[src/rtl/inst_sequencer_if.sv]
// inst_sequencer_if: start/stop control, instruction/data memory handshakes and datapath strobes of the sequencer.
interface inst_sequencer_if #(
    parameter int INST_W = 26,
    parameter int PC_W   = 16
);
    logic              start;
    logic              stop;
    logic              imem_req;
    logic [PC_W-1:0]   imem_addr;
    logic [INST_W-1:0] imem_rdata;
    logic              imem_valid;
    logic              dmem_req;
    logic              dmem_we;
    logic              dmem_ready;
    logic              branch_taken;
    logic              alu_en;
    logic              reg_we;
    logic [1:0]        inst_class;
    logic [INST_W-1:0] ir;
    logic [PC_W-1:0]   pc;
    logic              busy;
    logic              retired;
    logic              err;
    modport master (
        input  start, stop, imem_rdata, imem_valid, dmem_ready, branch_taken,
        output imem_req, imem_addr, dmem_req, dmem_we, alu_en, reg_we,
               inst_class, ir, pc, busy, retired, err
    );
    modport slave (
        output start, stop, imem_rdata, imem_valid, dmem_ready, branch_taken,
        input  imem_req, imem_addr, dmem_req, dmem_we, alu_en, reg_we,
               inst_class, ir, pc, busy, retired, err
    );
endinterface

[src/rtl/inst_sequencer.sv]
// inst_sequencer: multicycle fetch/decode/execute controller owning pc and ir,
// sequencing memory handshakes, ALU enable and register write per instruction class.
module inst_sequencer #(
    parameter int INST_W      = 26,
    parameter int PC_W        = 16,
    parameter int MEM_TIMEOUT = 15
) (
    input logic             clk,
    input logic             rst,
    inst_sequencer_if.master bus
);
    localparam int CW = $clog2(MEM_TIMEOUT + 1);
    typedef enum logic [2:0] {IDLE, FETCH, DECODE, EXEC, MEM, WB} state_t;
    state_t            r_state, w_next, w_done;
    logic [PC_W-1:0]   r_pc, w_off;
    logic [INST_W-1:0] r_ir;
    logic [CW-1:0]     r_cnt;
    logic              r_err;
    logic [1:0]        w_cls;
    logic              w_store, w_timeout;
    assign w_cls     = r_ir[INST_W-1 -: 2];
    assign w_store   = r_ir[23];
    assign w_off     = PC_W'($signed(r_ir[15:0]));
    assign w_done    = bus.stop ? IDLE : FETCH;
    // abort on the last allowed MEM cycle so dmem_req stays high exactly MEM_TIMEOUT cycles
    assign w_timeout = r_state == MEM && !bus.dmem_ready && r_cnt == CW'(MEM_TIMEOUT - 1);
    assign bus.imem_req   = r_state == FETCH;
    assign bus.imem_addr  = r_pc;
    assign bus.dmem_req   = r_state == MEM;
    assign bus.dmem_we    = r_state == MEM && w_store;
    assign bus.alu_en     = r_state == EXEC && w_cls == 2'b00;
    assign bus.reg_we     = r_state == WB;
    assign bus.inst_class = w_cls;
    assign bus.ir         = r_ir;
    assign bus.pc         = r_pc;
    assign bus.busy       = r_state != IDLE;
    assign bus.err        = r_err;
    assign bus.retired    = r_state == WB || (r_state == EXEC && w_cls == 2'b11) ||
                            (r_state == MEM && bus.dmem_ready && w_store);
    always_comb begin
        w_next = r_state;
        case (r_state)
            IDLE:    w_next = bus.start ? FETCH : IDLE;
            FETCH:   w_next = bus.imem_valid ? DECODE : FETCH;
            DECODE:  w_next = EXEC;
            EXEC:    w_next = w_cls == 2'b01 ? MEM : w_cls == 2'b11 ? w_done : WB;
            MEM:     w_next = bus.dmem_ready ? (w_store ? w_done : WB) : w_timeout ? IDLE : MEM;
            WB:      w_next = w_done;
            default: w_next = IDLE;
        endcase
    end
    always_ff @(posedge clk or posedge rst) begin
        if (rst) begin
            r_state <= IDLE;
            r_pc    <= '0;
            r_ir    <= '0;
            r_cnt   <= '0;
            r_err   <= 1'b0;
        end else begin
            r_state <= w_next;
            r_cnt   <= r_state == MEM ? r_cnt + 1'b1 : '0;
            if (r_state == FETCH && bus.imem_valid)
                r_ir <= bus.imem_rdata;
            if (bus.retired)
                r_pc <= r_pc + ((r_state == EXEC && bus.branch_taken) ? w_off : PC_W'(1));
            if (w_timeout)
                r_err <= 1'b1;
        end
    end
endmodule
[src/flat_wrapper.sv]
// flat-port wrapper written by rule: the top's interface ports become plain ports
module inst_sequencer_flat 
#(
    parameter int INST_W      = 26,
    parameter int PC_W        = 16,
    parameter int MEM_TIMEOUT = 15
)
  (clk, rst, bus_start, bus_stop, bus_imem_rdata, bus_imem_valid, bus_dmem_ready, bus_branch_taken, bus_imem_req, bus_imem_addr, bus_dmem_req, bus_dmem_we, bus_alu_en, bus_reg_we, bus_inst_class, bus_ir, bus_pc, bus_busy, bus_retired, bus_err);
  inst_sequencer_if #(.INST_W(INST_W), .PC_W(PC_W)) bus_i ();
  input logic clk;
  input logic rst;
  input wire logic [$bits(bus_i.start)-1:0] bus_start;
  input wire logic [$bits(bus_i.stop)-1:0] bus_stop;
  input wire logic [$bits(bus_i.imem_rdata)-1:0] bus_imem_rdata;
  input wire logic [$bits(bus_i.imem_valid)-1:0] bus_imem_valid;
  input wire logic [$bits(bus_i.dmem_ready)-1:0] bus_dmem_ready;
  input wire logic [$bits(bus_i.branch_taken)-1:0] bus_branch_taken;
  output wire logic [$bits(bus_i.imem_req)-1:0] bus_imem_req;
  output wire logic [$bits(bus_i.imem_addr)-1:0] bus_imem_addr;
  output wire logic [$bits(bus_i.dmem_req)-1:0] bus_dmem_req;
  output wire logic [$bits(bus_i.dmem_we)-1:0] bus_dmem_we;
  output wire logic [$bits(bus_i.alu_en)-1:0] bus_alu_en;
  output wire logic [$bits(bus_i.reg_we)-1:0] bus_reg_we;
  output wire logic [$bits(bus_i.inst_class)-1:0] bus_inst_class;
  output wire logic [$bits(bus_i.ir)-1:0] bus_ir;
  output wire logic [$bits(bus_i.pc)-1:0] bus_pc;
  output wire logic [$bits(bus_i.busy)-1:0] bus_busy;
  output wire logic [$bits(bus_i.retired)-1:0] bus_retired;
  output wire logic [$bits(bus_i.err)-1:0] bus_err;
  assign bus_i.start = bus_start;
  assign bus_i.stop = bus_stop;
  assign bus_i.imem_rdata = bus_imem_rdata;
  assign bus_i.imem_valid = bus_imem_valid;
  assign bus_i.dmem_ready = bus_dmem_ready;
  assign bus_i.branch_taken = bus_branch_taken;
  assign bus_imem_req = bus_i.imem_req;
  assign bus_imem_addr = bus_i.imem_addr;
  assign bus_dmem_req = bus_i.dmem_req;
  assign bus_dmem_we = bus_i.dmem_we;
  assign bus_alu_en = bus_i.alu_en;
  assign bus_reg_we = bus_i.reg_we;
  assign bus_inst_class = bus_i.inst_class;
  assign bus_ir = bus_i.ir;
  assign bus_pc = bus_i.pc;
  assign bus_busy = bus_i.busy;
  assign bus_retired = bus_i.retired;
  assign bus_err = bus_i.err;
  inst_sequencer #(.INST_W(INST_W), .PC_W(PC_W), .MEM_TIMEOUT(MEM_TIMEOUT)) u_core (.clk(clk), .rst(rst), .bus(bus_i));
endmodule
[config.mk]
export PLATFORM = sky130hd
export DESIGN_NAME = inst_sequencer_flat
export DESIGN_NICKNAME = d
export VERILOG_FILES = /design/src/rtl/inst_sequencer_if.sv /design/src/rtl/inst_sequencer.sv /design/src/flat_wrapper.sv
export SDC_FILE = /design/constraint.sdc
export NUM_CORES = 1
export LEC_CHECK = 0
export CORE_ASPECT_RATIO = 2
export CORE_MARGIN = 4
export CORE_UTILIZATION = 45
export CTS_BUF_LIST = sky130_fd_sc_hd__clkbuf_8
export CTS_CLUSTER_SIZE = 28
export DETAILED_ROUTE_END_ITERATION = 6
export PLACE_DENSITY_LB_ADDON = 0.05
export SETUP_SLACK_MARGIN = 0.3
export SYNTH_ARGS = -nofsm -noshare
export SYNTH_HDL_FRONTEND = slang
export SYNTH_SLANG_ARGS = --single-unit
[constraint.sdc]
create_clock -name clk -period 4.3 [get_ports clk]
set_input_delay 0.43 -clock clk [delete_from_list [all_inputs] [get_ports clk]]
set_output_delay 0.43 -clock clk [all_outputs]
set_load 0.1 [all_outputs]
After elaboration in Yosys (flattened, before gate mapping)

Index checks and enable logic that the tools add are counted.

Add/sub/neg operators: 2
Equal/unequal tests: 8
Reduce and logical (&&, ||, !) cells: 15
Muxes and demuxes: 11

Operators by type and width:

| kind                | count |
|---|---|
| $pmux 3 s6          | 1 |
| $add 16x16->16      | 1 |
| $mux 16             | 1 |
| $mux 3              | 5 |
| $logic_and 1x1->1   | 9 |
| $eq 3x2->1 const B  | 2 |
| $eq 3x3->1 const B  | 2 |
| $add 4x1->4 const B | 1 |
| $eq 4x4->1 const B  | 1 |
| $mux 4              | 1 |
| $eq 3x1->1 const B  | 1 |
| $logic_not 3->1     | 1 |
| $reduce_bool 3->1   | 1 |
| $eq 2x1->1 const B  | 1 |
| $eq 2x2->1 const B  | 1 |
| $logic_not 2->1     | 1 |
| $logic_or 1x1->1    | 2 |
| $mux 1              | 2 |
| $mux 2              | 1 |
| $logic_not 1->1     | 1 |

Output and inout bits: 68
Word-level logic and storage cells: 41
Input bits: 33
Register bits after elaboration: 50

Logic depth before layout (Yosys ltp)

Depth after elaboration: 6
Mapped depth: 11
Mapped depth without buffers: 9

Worst setup path after synthesis

OpenSTA, ideal clock, no wires.

Kind: reg2reg
From: register u_core.r_state[1]
To: register u_core.r_ir[24], in the netlist u_core.bus.ir[24]
Arrival: 3.851 ns
Buffers on the path: 3
Required time: 4.174 ns
Clock period less this slack: 3.977 ns
Setup time: 0.126 ns
Stages on the path, launching flop included: 7
Path slack: 0.323 ns
Path through: dfrtp_1 -> clkbuf_1 -> nor3b_1 -> and2_1 -> buf_2 -> buf_2 -> mux2_2

Word-level cells in the longest chain between the ends: 2

Ends and longest elaborated chain:

| item                     | RTL line             | RTL |
|---|---|---|
| start: declaration       | inst_sequencer.sv:14 | `state_t r_state, w_next, w_done;` |
| start signal: assignment | inst_sequencer.sv:60 | `r_state <= w_next;` |
| $eq 3x1->1               | n/a                  |  |
| via bus_imem_req         | flat_wrapper.sv:18   | `output wire logic [$bits(bus_i.imem_req)-1:0] bus_imem_req;` |
| $logic_and 1x1->1        | inst_sequencer.sv:62 | `if (r_state == FETCH && bus.imem_valid)` |
| end signal: assignment   | inst_sequencer.sv:63 | `r_ir <= bus.imem_rdata;` |
| end: declaration         | inst_sequencer.sv:16 | `logic [INST_W-1:0] r_ir;` |

The timed path passes the listed nets, and every way through them passes these cells.
A chain may end at the register's enable or synchronous reset.

Worst setup path after layout

From: register u_core.r_state[2]
To: register u_core.r_pc[14], in the netlist u_core.bus.imem_addr[14]

Word-level cells in the longest chain between the ends: 4
Elaborated cells on any way between the ends: 11
Classes of those cells: 1 x add/sub; 3 x eq/ne; 1 x mux; 6 x reduce/logical

Ends and longest elaborated chain:

| item                                                      | RTL line                                                         | RTL |
|---|---|---|
| $eq 3x2->1 / $eq 3x3->1 (equally long branches)           | inst_sequencer.sv:38, inst_sequencer.sv:65, inst_sequencer.sv:39 |  |
| $logic_and 1x1->1 (on tied branches)                      | inst_sequencer.sv:65, inst_sequencer.sv:38, inst_sequencer.sv:39 |  |
| $mux 16 (tied with other cells)                           | inst_sequencer.sv:65                                             | `r_pc <= r_pc + ((r_state == EXEC && bus.branch_taken) ? w_off : PC_W'(1));` |
| $add 16x16->16 / $logic_or 1x1->1 (equally long branches) | inst_sequencer.sv:65, inst_sequencer.sv:38                       |  |
| end signal: assignment                                    | inst_sequencer.sv:65                                             |  |
| end: declaration                                          | inst_sequencer.sv:15                                             | `logic [PC_W-1:0] r_pc, w_off;` |

Several ways; a longest one is shown, not always the timed one.

==> results.yml <==
global_route:
  track_usage_pct: 19.4
  antenna_found_initial: 0
  gr-total-overflow: 0
  grt_max_degree: 51
  grt_pass1_wl_um: 12200
  first_global_vias: 2626
status:
  status: "finished clean"
die:
  initial_core_util_pct: 46.7
  die_w_um: 65.7
  io-pin-count: 101
  core_area_mm2: 0.00641
  num_rows: 41
  die_area_mm2: 0.00811
  die_h_um: 123
routing:
  wl_met2_um: 4360
  wl_met1_um: 2600
  drt-pass1-iter-count: 6
  avgViaCountPerCell: 5.46
  wl_per_cell_um: 16.2
  via_count: 2526
  wl_met3_um: 374
  first_iter_violations: 100
  post-route-drc-count: 0
  routed.top_layer: "met4"
  routed_wl_um: 7480
  drtAntennaViolNets: 0
worst_setup_path:
  critical_path_class: "register to register"
  setup.worst_path.end: "u_core.bus.imem_addr[14]$_DFFE_PP0P_"
  worst_ep_required_time_ns: 4.51
  critPathLaunch: "u_core.r_state[2]$_DFF_PP0_"
  startpoint_type: "register"
  critical_path_arrival_ns: 3.37
  worstPathMaxFanout: 10
  reg2reg_to: "u_core.bus.imem_addr[14]$_DFFE_PP0P_"
  r2r-start: "u_core.r_state[2]$_DFF_PP0_"
  reg2reg_depth: 9
  r2r_setup_slack_ns: 1.14
  crit_path_end_kind: "register"
clock_network:
  htreeDepth: 2
  cts.sinks: 50
  cts_tree: "yes"
  cts_hold_buffers: 0
  cts-resized-gates: 0
  cts_made_buffers: 5
  cts_setup_buffers: 0
  cts.reportedPaths.clkPinSlew_ns: 0.10
  worst_skew_pair.late_latency_ns: 0.31
  cts_max_path_buffers: 2
  root_buffer: "clkbuf_8"
logic_synthesis:
  yosysWarnings: 0
  synth_edf_count: 0
  syn_inst: 295
  async_flop_share_pct: 100
  syn-num-nets: 346
  synth_area_per_cell_um2: 10.2
  synth_seq_cells: 50
  syn_area_mm2: 0.00300
  synth_ff_type: "dfrtp_1"
  yosysSeqAreaShare_pct: 41.8
  synth.distinct_cells: 52
layout:
  stdcell_area_mm2: 0.00405
  final_cell_mix: "clkdlybuf4s50_1 (99), dfrtp_1 (50), mux2_2 (27)"
  diodes: 0
  drive_above_1_share_pct: 11.4
  nNetsFinal: 427
  fill_cells: 565
  final_common_cell: "clkdlybuf4s50_1"
  area_delta_synth_final_pct: 35.0
sta:
  fin_crit_sh_pct: 73.4
  rsz0062_at_grt: "false"
  fin_crit_ns: 3.16
  worst_pin_slew_ns: 1.03
  fin_worst_skew_ns: 0.0132
  slew_headroom_pct: 31.4
  final-setup-viol-count: 0
  hold_viol_final: 0
  clock.fmax_ghz: 0.317
  setup_tns_ns: 0
  report.final.slew_viol_count: 0
placement:
  gp_congestion: 0.918
  portBuffers: 100
  dpl-instance-area_mm2: 0.00394
  hpwl_um: 5770
run:
  cap_violations: 0
min_path:
  hold_path.class: "register to register"
[final cells by class]
cell class                      count  area, um^2  area share (%)
Multi-Input combinational cell    208        1530            37.8
Sequential cell                    50        1250            30.9
Timing Repair Buffer              103        1020            25.2
Tap cell                           86         108            2.66
Clock buffer                        5        68.8            1.70
Clock inverter                      3        37.5           0.928
Inverter                            8        30.0           0.742
[critical path, cell delays in order, from the launching register on]
cell      delay (ns)
dfrtp_1         0.49
and4b_1         0.47
nand2b_1        0.10
ha_1            0.23
fa_1            0.42
a21o_2          0.25
a31o_1          0.28
and4_4          0.20
or4_1           0.41
a31o_1          0.22
[kinds of logic (layout without fill, tap and decap cells)]
family,after synthesis,in the layout,synth area share (%)
AO/OA/AOI/OAI,67,67,14.9
flip-flops,50,50,41.8
XOR/XNOR,9,9,2.63
multiplexers,29,29,10.8
buffers and inverters,37,119,7.18
AND/OR/NAND/NOR,85,85,15.0
adder cells (fa/ha/maj),18,18,7.77
[per-stage QoR]
stage | utilization, % | std cells | setup slack (ns) | hold slack, ns
2_1_floorplan | - | 295 | 0.323 | 0.454
5_1_grt | 63.1 | 463 | 0.954 | 0.513
3_3_place_gp | 61.4 | 455 | 0.878 | 0.461
3_5_place_dp | 61.4 | 455 | 0.825 | 0.464
4_1_cts | 63.1 | 463 | 1.13 | 0.483
6_report | 63.1 | 463 | 1.14 | 0.484
[per-layer routing]
layer	track usage, %	up-vias
met4	7.92	0
met5	0	-
li1	-	1206
met2	36.7	70
met1	19.9	1240
met3	4.00	10
[flip-flops by register name (all words and copies together) (netlist names)]
name                  flops
u_core.bus.ir            26
u_core.bus.imem_addr     16
u_core.r_cnt              4
u_core.r_state            3
u_core.bus.err            1
[cells in the mapped netlist, types with 3 or more instances]
cell type  number  area share, %
inv_1           7           0.88
buf_4          18            4.5
o211ai_1        5            1.3
nor2_1         14            1.8
a21oi_1        22            3.7
nor3_1          4           0.67
ha_1           17            7.1
xnor2_1         5            1.5
nand2_1        25            3.1
xor2_1          4            1.2
o21ai_0        10            1.7
nand3_1         5           0.83
buf_2           7            1.2
a21o_1          4            1.0
a31oi_1         3           0.63
and2_1         17            3.5
clkbuf_1        4           0.50
mux2_2         27             10
a211o_1         4            1.2
dfrtp_1        50             42
and3_1          4           0.83
[worst min-delay path by stage]
stage	start	end	slack (ns)	cells after the start
floorplan	u_core.r_cnt[0]$_DFF_PP0_	u_core.r_cnt[0]$_DFF_PP0_	0.45	1
CTS	u_core.bus.err$_DFFE_PP0P_	u_core.bus.err$_DFFE_PP0P_	0.48	1
finish	u_core.bus.err$_DFFE_PP0P_	u_core.bus.err$_DFFE_PP0P_	0.48	1
detailed placement	u_core.bus.err$_DFFE_PP0P_	u_core.bus.err$_DFFE_PP0P_	0.46	1
global placement	u_core.bus.err$_DFFE_PP0P_	u_core.bus.err$_DFFE_PP0P_	0.46	1
global route	u_core.bus.err$_DFFE_PP0P_	u_core.bus.err$_DFFE_PP0P_	0.51	1
Power is left out: the tool's default activity adds up to more than one toggle a clock period on the data nets, which glitch-free logic cannot reach.
